<file path="src/rtl/score_counter_if.sv">
// Bundle of the score keeper's control inputs, player events, display select
// and outputs. The game/video side uses the master modport; score_counter
// uses the slave modport.
//   GAME_ON        scoring enable while the playtime timer runs
//   RESET_SCORE_N  active-low clear of both scores
//   SCORE1/SCORE2  rocket-at-top level inputs per player
//   DIGIT_SEL      digit requested by video (0=P1 tens .. 3=P2 units)
//   SEG_N          active-low segments {g,f,e,d,c,b,a} of the selected digit
//   SCORE1_BCD/SCORE2_BCD  scores, {tens,units} in BCD
//   SCORE_SND      one-cycle pulse per accepted point
interface score_counter_if;
  logic       GAME_ON;
  logic       RESET_SCORE_N;
  logic       SCORE1;
  logic       SCORE2;
  logic [1:0] DIGIT_SEL;
  logic [6:0] SEG_N;
  logic [7:0] SCORE1_BCD;
  logic [7:0] SCORE2_BCD;
  logic       SCORE_SND;

  modport master (
    output GAME_ON, RESET_SCORE_N, SCORE1, SCORE2, DIGIT_SEL,
    input  SEG_N, SCORE1_BCD, SCORE2_BCD, SCORE_SND
  );

  modport slave (
    input  GAME_ON, RESET_SCORE_N, SCORE1, SCORE2, DIGIT_SEL,
    output SEG_N, SCORE1_BCD, SCORE2_BCD, SCORE_SND
  );
endinterface

</file>
<file path="src/rtl/score_counter.sv">
// Two-player BCD score keeper with per-player holdoff, a sound pulse per
// accepted point and a registered 7-segment decoder for the video stage.
//   CLK_DRV  system clock (single domain)
//   RST_N    synchronous active-low reset
//   bus      score_counter_if.slave (controls, events, display select, outputs)
// Parameters:
//   MAX_SCORE  highest score value, 1..99
//   WRAP       0: saturate at MAX_SCORE, 1: wrap to 0 after MAX_SCORE
//   HOLDOFF    cycles after an accepted point during which that player's
//              rises are ignored; 0 disables the holdoff
module score_counter #(
  parameter int unsigned MAX_SCORE = 99,
  parameter bit          WRAP      = 1'b0,
  parameter int unsigned HOLDOFF   = 5727200
) (
  input logic            CLK_DRV,
  input logic            RST_N,
  score_counter_if.slave bus
);

  localparam int unsigned HW = (HOLDOFF > 0) ? $clog2(HOLDOFF + 1) : 1;
  localparam logic [HW-1:0] HOLD_LOAD = (HOLDOFF > 0) ? HW'(HOLDOFF - 1) : '0;
  localparam logic [7:0] MAX_BCD = {4'(MAX_SCORE / 10), 4'(MAX_SCORE % 10)};
  localparam logic [6:0] SEG_BLANK = 7'h7F;

  // BCD increment with saturate/wrap at MAX_SCORE; nibbles stay within 0..9.
  function automatic logic [7:0] bcd_inc(input logic [7:0] v);
    if (v == MAX_BCD) return WRAP ? 8'h00 : v;
    if (v[3:0] == 4'd9) return {v[7:4] + 4'd1, 4'h0};
    return {v[7:4], v[3:0] + 4'd1};
  endfunction

  // Active-low {g,f,e,d,c,b,a}; non-BCD nibbles blank.
  function automatic logic [6:0] seg_decode(input logic [3:0] d);
    case (d)
      4'd0:    return 7'b1000000;
      4'd1:    return 7'b1111001;
      4'd2:    return 7'b0100100;
      4'd3:    return 7'b0110000;
      4'd4:    return 7'b0011001;
      4'd5:    return 7'b0010010;
      4'd6:    return 7'b0000010;
      4'd7:    return 7'b1111000;
      4'd8:    return 7'b0000000;
      4'd9:    return 7'b0010000;
      default: return SEG_BLANK;
    endcase
  endfunction

  logic          in1_q, in1_d, in2_q, in2_d;
  logic [7:0]    score1_q, score1_d, score2_q, score2_d;
  logic [HW-1:0] holdoff1_q, holdoff1_d, holdoff2_q, holdoff2_d;
  logic          snd_q, snd_d;
  logic [6:0]    seg_q, seg_d;
  logic          accept1, accept2;
  logic [3:0]    digit;
  logic          is_tens;

  always_comb begin
    // NOTE: every signal gets a default before any branch so no latch is inferred.
    in1_d      = bus.SCORE1;
    in2_d      = bus.SCORE2;
    score1_d   = score1_q;
    score2_d   = score2_q;
    holdoff1_d = (holdoff1_q != '0) ? holdoff1_q - HW'(1) : '0;
    holdoff2_d = (holdoff2_q != '0) ? holdoff2_q - HW'(1) : '0;

    // A rise that is not accepted is simply lost.
    accept1 = bus.SCORE1 & ~in1_q & bus.GAME_ON & bus.RESET_SCORE_N & (holdoff1_q == '0);
    accept2 = bus.SCORE2 & ~in2_q & bus.GAME_ON & bus.RESET_SCORE_N & (holdoff2_q == '0);
    snd_d   = accept1 | accept2;

    // Clear wins over any same-cycle increment (accept is already gated by it).
    if (!bus.RESET_SCORE_N) begin
      score1_d   = 8'h00;
      score2_d   = 8'h00;
      holdoff1_d = '0;
      holdoff2_d = '0;
    end else begin
      if (accept1) begin
        score1_d   = bcd_inc(score1_q);
        holdoff1_d = HOLD_LOAD;
      end
      if (accept2) begin
        score2_d   = bcd_inc(score2_q);
        holdoff2_d = HOLD_LOAD;
      end
    end

    is_tens = ~bus.DIGIT_SEL[0];
    case (bus.DIGIT_SEL)
      2'd0:    digit = score1_q[7:4];
      2'd1:    digit = score1_q[3:0];
      2'd2:    digit = score2_q[7:4];
      default: digit = score2_q[3:0];
    endcase
    // Leading-zero suppression applies to tens digits only.
    seg_d = (is_tens && digit == 4'd0) ? SEG_BLANK : seg_decode(digit);
  end

  always_ff @(posedge CLK_DRV) begin
    // NOTE: state uses non-blocking assignments so all flops update from pre-edge values.
    if (!RST_N) begin
      // Edge detectors load 1 so an input held high across reset release does not score.
      in1_q      <= 1'b1;
      in2_q      <= 1'b1;
      score1_q   <= 8'h00;
      score2_q   <= 8'h00;
      holdoff1_q <= '0;
      holdoff2_q <= '0;
      snd_q      <= 1'b0;
      seg_q      <= SEG_BLANK;
    end else begin
      in1_q      <= in1_d;
      in2_q      <= in2_d;
      score1_q   <= score1_d;
      score2_q   <= score2_d;
      holdoff1_q <= holdoff1_d;
      holdoff2_q <= holdoff2_d;
      snd_q      <= snd_d;
      seg_q      <= seg_d;
    end
  end

  assign bus.SCORE1_BCD = score1_q;
  assign bus.SCORE2_BCD = score2_q;
  assign bus.SCORE_SND  = snd_q;
  assign bus.SEG_N      = seg_q;

endmodule
</file>
<file path="src/flat_wrapper.sv">
// flat-port wrapper written by rule: the top's interface ports become plain ports
module score_counter_flat 
#(
  parameter int unsigned MAX_SCORE = 99,
  parameter bit          WRAP      = 1'b0,
  parameter int unsigned HOLDOFF   = 5727200
)
  (CLK_DRV, RST_N, bus_GAME_ON, bus_RESET_SCORE_N, bus_SCORE1, bus_SCORE2, bus_DIGIT_SEL, bus_SEG_N, bus_SCORE1_BCD, bus_SCORE2_BCD, bus_SCORE_SND);
  score_counter_if bus_i ();
  input logic CLK_DRV;
  input logic RST_N;
  input wire logic [$bits(bus_i.GAME_ON)-1:0] bus_GAME_ON;
  input wire logic [$bits(bus_i.RESET_SCORE_N)-1:0] bus_RESET_SCORE_N;
  input wire logic [$bits(bus_i.SCORE1)-1:0] bus_SCORE1;
  input wire logic [$bits(bus_i.SCORE2)-1:0] bus_SCORE2;
  input wire logic [$bits(bus_i.DIGIT_SEL)-1:0] bus_DIGIT_SEL;
  output wire logic [$bits(bus_i.SEG_N)-1:0] bus_SEG_N;
  output wire logic [$bits(bus_i.SCORE1_BCD)-1:0] bus_SCORE1_BCD;
  output wire logic [$bits(bus_i.SCORE2_BCD)-1:0] bus_SCORE2_BCD;
  output wire logic [$bits(bus_i.SCORE_SND)-1:0] bus_SCORE_SND;
  assign bus_i.GAME_ON = bus_GAME_ON;
  assign bus_i.RESET_SCORE_N = bus_RESET_SCORE_N;
  assign bus_i.SCORE1 = bus_SCORE1;
  assign bus_i.SCORE2 = bus_SCORE2;
  assign bus_i.DIGIT_SEL = bus_DIGIT_SEL;
  assign bus_SEG_N = bus_i.SEG_N;
  assign bus_SCORE1_BCD = bus_i.SCORE1_BCD;
  assign bus_SCORE2_BCD = bus_i.SCORE2_BCD;
  assign bus_SCORE_SND = bus_i.SCORE_SND;
  score_counter #(.MAX_SCORE(MAX_SCORE), .WRAP(WRAP), .HOLDOFF(HOLDOFF)) u_core (.CLK_DRV(CLK_DRV), .RST_N(RST_N), .bus(bus_i));
endmodule
</file>
<file path="config.mk">
export PLATFORM = sky130hd
export DESIGN_NAME = score_counter_flat
export DESIGN_NICKNAME = d
export VERILOG_FILES = /design/src/rtl/score_counter_if.sv /design/src/rtl/score_counter.sv /design/src/flat_wrapper.sv
export SDC_FILE = /design/constraint.sdc
export NUM_CORES = 1
export LEC_CHECK = 0
export BUFFER_PORTS_ARGS = -buffer_cell sky130_fd_sc_hd__buf_2
export CELL_PAD_IN_SITES_DETAIL_PLACEMENT = 0
export CELL_PAD_IN_SITES_GLOBAL_PLACEMENT = 1
export CORE_MARGIN = 2
export CORE_UTILIZATION = 29
export DETAILED_ROUTE_END_ITERATION = 10
export PLACE_DENSITY = 0.66
export REMOVE_ABC_BUFFERS = 1
export SKIP_CTS_REPAIR_TIMING = 1
export SKIP_LAST_GASP = 1
export SLEW_MARGIN = 20
export SYNTH_ARGS = -nofsm -noshare
export SYNTH_HDL_FRONTEND = slang
export SYNTH_SLANG_ARGS = --single-unit
</file>
<file path="constraint.sdc">
create_clock -name CLK_DRV -period 3.2 [get_ports CLK_DRV]
set_clock_uncertainty 0.05 [all_clocks]
set_input_delay 0.16 -clock CLK_DRV [delete_from_list [all_inputs] [get_ports CLK_DRV]]
set_output_delay 0.16 -clock CLK_DRV [all_outputs]
set_load 0.005 [all_outputs]
</file>
== After elaboration in Yosys (flattened, before gate mapping) ==
Memories as Yosys holds them, arrays and structs flattened. A register that Yosys moved wholly into a read port is not among the register bits.
Cells that the tools add are included.
Word-level totals
  flip-flop bits (word level): 65
  memory bits (read-only): 112
  output and inout bits: 24
  word-level logic and storage cells: 82
  memories kept: 1
Memory list
  (name not given): words 16, bits a word 7, rd ports 1, clocked after Yosys merged registers in 1, wr ports 0, RTL line score_counter.sv:35  | case (d)
Operators by class
  add/subtract/negate cells: 6
  equality and inequality tests: 6
  muxes and demuxes: 27
  bitwise gates (word level): 16
  reduce and logical (&&, ||, !) cells: 15
Operators by type and width (number)
  $mux W23: 4
  $mux W8: 8
  $logic_not A23 Y1: 2
  $reduce_bool A23 Y1: 2
  $sub A23 B1 Y23 const B: 2
  $add A4 B1 Y4 const B: 4
  $eq A8 B8 Y1 const B: 2
  $mux W1: 14
  $pmux W4 S3: 1
  $and A1 B1 Y1: 8
  $eq A4 B4 Y1 const B: 2
  $reduce_or A4 Y1: 2
  $not A1 Y1: 7
  $reduce_and A2 Y1: 3
  $logic_not A4 Y1: 1
  $reduce_bool A2 Y1: 2
  $eq A2 B1 Y1 const B: 1
  $eq A2 B2 Y1 const B: 1
  $logic_not A2 Y1: 1
  $reduce_or A2 Y1: 1
  $logic_and A1 B1 Y1: 1
  $or A1 B1 Y1: 1

== Logic depth before layout (Yosys ltp) ==
  depth after elaboration: 12
  mapped depth: 9
  gate-level depth less buffers: 8

== Worst setup path after synthesis ==
OpenSTA, ideal clock, no wires.
  kind: reg2reg
  from: register u_core.holdoff1_q[11]
  to: register u_core.score1_q[3] (netlist: u_core.bus.SCORE1_BCD[3])
  setup time: 0.070 ns
  data arrival time: 2.479 ns
  data required time: 3.080 ns
  path slack: 0.601 ns
  cell stages (with the launch flop): 7
  path buffers: 1
  clock period less this slack: 2.599 ns
  cell sequence: dfxtp_1 or4_1 or4_1 or4_1 buf_2 or4b_1 a21oi_1
Between the ends
  word-level cells in the longest chain between the ends: 2
RTL lines
  from (decl): RTL line score_counter.sv:52  | logic [HW-1:0] holdoff1_q, holdoff1_d, holdoff2_q, holdoff2_d;
  from (signal assigned): RTL line score_counter.sv:118  | holdoff1_q <= holdoff1_d;
  $logic_not A23 Y1: RTL line score_counter.sv:69  | accept1 = bus.SCORE1 & ~in1_q & bus.GAME_ON & bus.RESET_SCORE_N & (holdoff1_q == '0);
  $and A1 B1 Y1: RTL line score_counter.sv:69
  to (signal assigned): RTL line score_counter.sv:116  | score1_q <= score1_d;
  to (decl): RTL line score_counter.sv:51  | logic [7:0] score1_q, score1_d, score2_q, score2_d;
No other way between the ends.
A chain may end at the register's enable or synchronous reset.

== Final worst setup path ==
Ends and elaborated chain as after synthesis.

==> impl_metrics.csv <==
group,metric,value,unit
outcome,outcome,"completed",
routing,met1_length,3920,um
pwr,pwr-share-clk,24.0,%
worst_setup_path,cp-start-kind,"flip-flop",
cells_and_area,drive_gt1_share,14.0,%
pwr,combPwrFrac,46.6,%
worst_setup_path,path_max_fanout,6,
sta,final-hold-violation-count,0,
synth,syn_area_per_cell,8.76,um^2
placement,port_buffers,31,
placement,place_hpwl,5780,um
routing,dr_wl_met2,4010,um
grt,antenna_found_initial,0,
synth,synth_seq_cells,72,
hold_path,hold_class,"in2reg",
placement,dp_slack,553,ps
worst_setup_path,required,3420,ps
clock_network,clock_latency,330,ps
floorplanning,core_area,11900,um^2
sta,setup_violations,0,
floorplanning,start_util,29.5,%
cells_and_area,multiInputGateArea,1960,um^2
floorplanning,rows,40,
sta,period_share,83.0,%
clock_network,numCtsBuffers,9,
routing,antenna_left,0,
synth,ys_seq_area_share,41.0,%
sta,worst_pin_slew,804,ps
placement,gp_congestion,0.785,
pwr,p_leak,0.00166,uW
floorplanning,die_w,114,um
pwr,p_seq_share,29.4,%
placement,dp.cells,572,
cells_and_area,final_nets,457,
synth,synth-edff-count,0,
floorplanning,ios,32,
cells_and_area,final_common_cell,"dfxtp_1",
routing,wire_per_inst,13.9,um
routing,drtIter0Drc,124,
cells_and_area,insertedDiodeCount,0,
pwr,powerDensity,1050,nW/um^2
sta,fin_ws,544,ps
routing,route.detailed.drc,0,
sta,period_minus_slack,2660,ps
grt,grt_pass1_wl,13800,um
cells_and_area,seqCellArea,1440,um^2
sta,tns,0,ps
grt,track_usage,13.4,%
grt,grt_max_degree,20,
synth,synth.distinct_cells,48,
clock_network,ctsHtreeMaxLevel,3,
clock_network,clock_path_buffers,2,
clock_network,tritoncts,"yes",
cells_and_area,final_cell_mix,"dfxtp_1 (72), nor2_1 (42), nand2_1 (34)",
sta,fin_hold_ws,57.0,ps
clock_network,cts_root_buf,"clkbuf_16",
synth,synth_cells,401,
grt,grt-ovfl-total,0,
routing,dr_wl_met3,195,um
worst_setup_path,arrival,2870,ps
routing,drtPass1Iterations,6,
grt,grt_pass1_vias,2777,
synth,synthArstFlopShare,0,%
cells_and_area,n_fill_cell,1257,
routing,finalWirelength,8210,um
floorplanning,fp.dieH,114,um
routing,vias_per_cell,5.02,
sta,slew_headroom,45.7,%
cells_and_area,areaGrowthSynthToFinish,19.3,%
flow_run,cap_viol_max_count,0,
cells_and_area,instances_no_fill,590,
sta,rsz0062_at_grt,"false",
worst_setup_path,critPathKind,"reg2reg",
pwr,switching_power,1720,uW
clock_network,clk_pin_slew,60,ps
synth,netlist_area,3510,um^2
sta,timing.final.max_slew_violations,0,
pwr,swShare,39.2,%
routing,dr_total_vias,2964,
sta,max_freq,0.376,GHz
synth,ys.flop_type,"dfxtp_1",
pwr,internal-power,2660,uW
routing,top_layer_used,"met4",
worst_setup_path,cp-end-kind,"flip-flop",
clock_network,cts.sinks,72,
floorplanning,die_area,13000,um^2
pwr,ir_worst_vdd,439,uV
synth,yosys_warnings,0,
state kept, by name (all words and copies together), names as in the netlist:
signal                 cells
u_core.bus.SCORE1_BCD      8
u_core.bus.SCORE2_BCD      8
u_core.bus.SCORE_SND       1
u_core.bus.SEG_N           7
u_core.holdoff1_q         23
u_core.holdoff2_q         23
u_core.in1_q               1
u_core.in2_q               1
synth_stat cells (2+ instances only):
library cell / instances / area share (%)
nand3_1: 5 / 0.71
a21o_1: 2 / 0.43
o31ai_1: 3 / 0.64
o41ai_1: 6 / 1.5
o21ai_0: 23 / 3.3
nand4_1: 10 / 1.8
nand2b_1: 8 / 1.4
ha_1: 11 / 3.9
a21boi_0: 3 / 0.64
mux4_2: 3 / 1.9
or4b_1: 2 / 0.57
xnor2_1: 26 / 6.5
nor2_1: 42 / 4.5
or3_1: 8 / 1.4
o22ai_1: 3 / 0.53
dfxtp_1: 72 / 41
and2_1: 2 / 0.36
o211ai_1: 3 / 0.64
nor3_1: 19 / 2.7
nand4b_1: 2 / 0.50
mux2i_1: 10 / 2.9
clkbuf_1: 12 / 1.3
nand3b_1: 4 / 0.86
nor2b_1: 4 / 0.71
mux2_2: 2 / 0.64
a21oi_1: 18 / 2.6
nor4_1: 10 / 1.8
inv_1: 14 / 1.5
or4_1: 13 / 2.8
xor2_1: 9 / 2.2
nand2_1: 34 / 3.6
o311ai_0: 2 / 0.50
logic make-up (layout without fill, tap and decap cells):
kind of cell	count (synthesis)	count (layout)	synth area share (%)
xor+xnor	35	35	8.73
flops	72	72	41.0
compound gates	70	70	12.4
fa+ha+maj	11	11	3.92
buf+inv	28	70	3.03
simple gates	170	170	25.4
mux	15	15	5.41
final timing paths:
path	end	from	slack (ps)	cells after the start
worst min register to register	u_core.holdoff1_q[17]	u_core.holdoff1_q[17]	430	2
worst max register to register	u_core.bus.SCORE1_BCD[3]	u_core.holdoff1_q[11]	540	5
worst min-delay path	u_core.in2_q	RST_N	60	2
worst max-delay path	u_core.bus.SCORE1_BCD[3]	u_core.holdoff1_q[11]	540	5
worst max-delay path, cell delays in order, from the launching register on:
cell	delay, ps
dfxtp_1	330
or4_1	530
or4_1	490
or4_1	510
or4b_1	530
a21oi_1	140
area by class of cell:
type                       instances  share of cell area [%]
multi-input combinational        301                    46.9
sequential                        72                    34.4
clock buffer                      14                    6.78
timing repair buffer              40                    5.44
tap                              147                    4.39
inverter                          14                    1.25
clock inverter                     2                   0.836
power by group through the flow:
stage / logic [uW] / clock network [uW] / registers (uW)
after floorplan: 1640 / 0 / 1260
after global placement: 2030 / 0 / 1300
after detailed placement: 2040 / 0 / 1300
after CTS: 2050 / 1090 / 1290
after global routing: 2330 / 1130 / 1320
final: 2040 / 1050 / 1290
layer usage:
| metal | vias up | GRT usage, % |
|---|---|---|
| met5 | - | 0 |
| met4 | 0 | 4.88 |
| met3 | 7 | 3.97 |
| met2 | 28 | 22.0 |
| met1 | 1410 | 16.8 |
| li1 | 1519 | - |
through the flow:
step | utilization [%] | instance area (um^2) | power, uW
final | 35.2 | 4190 | 4380
after global routing | 35.2 | 4190 | 4780
after CTS | 35.0 | 4170 | 4430
after detailed placement | 32.3 | 3850 | 3340
after global placement | 32.3 | 3850 | 3330
after floorplan | - | 3460 | 2900
Power figures use the tool's default switching activity.
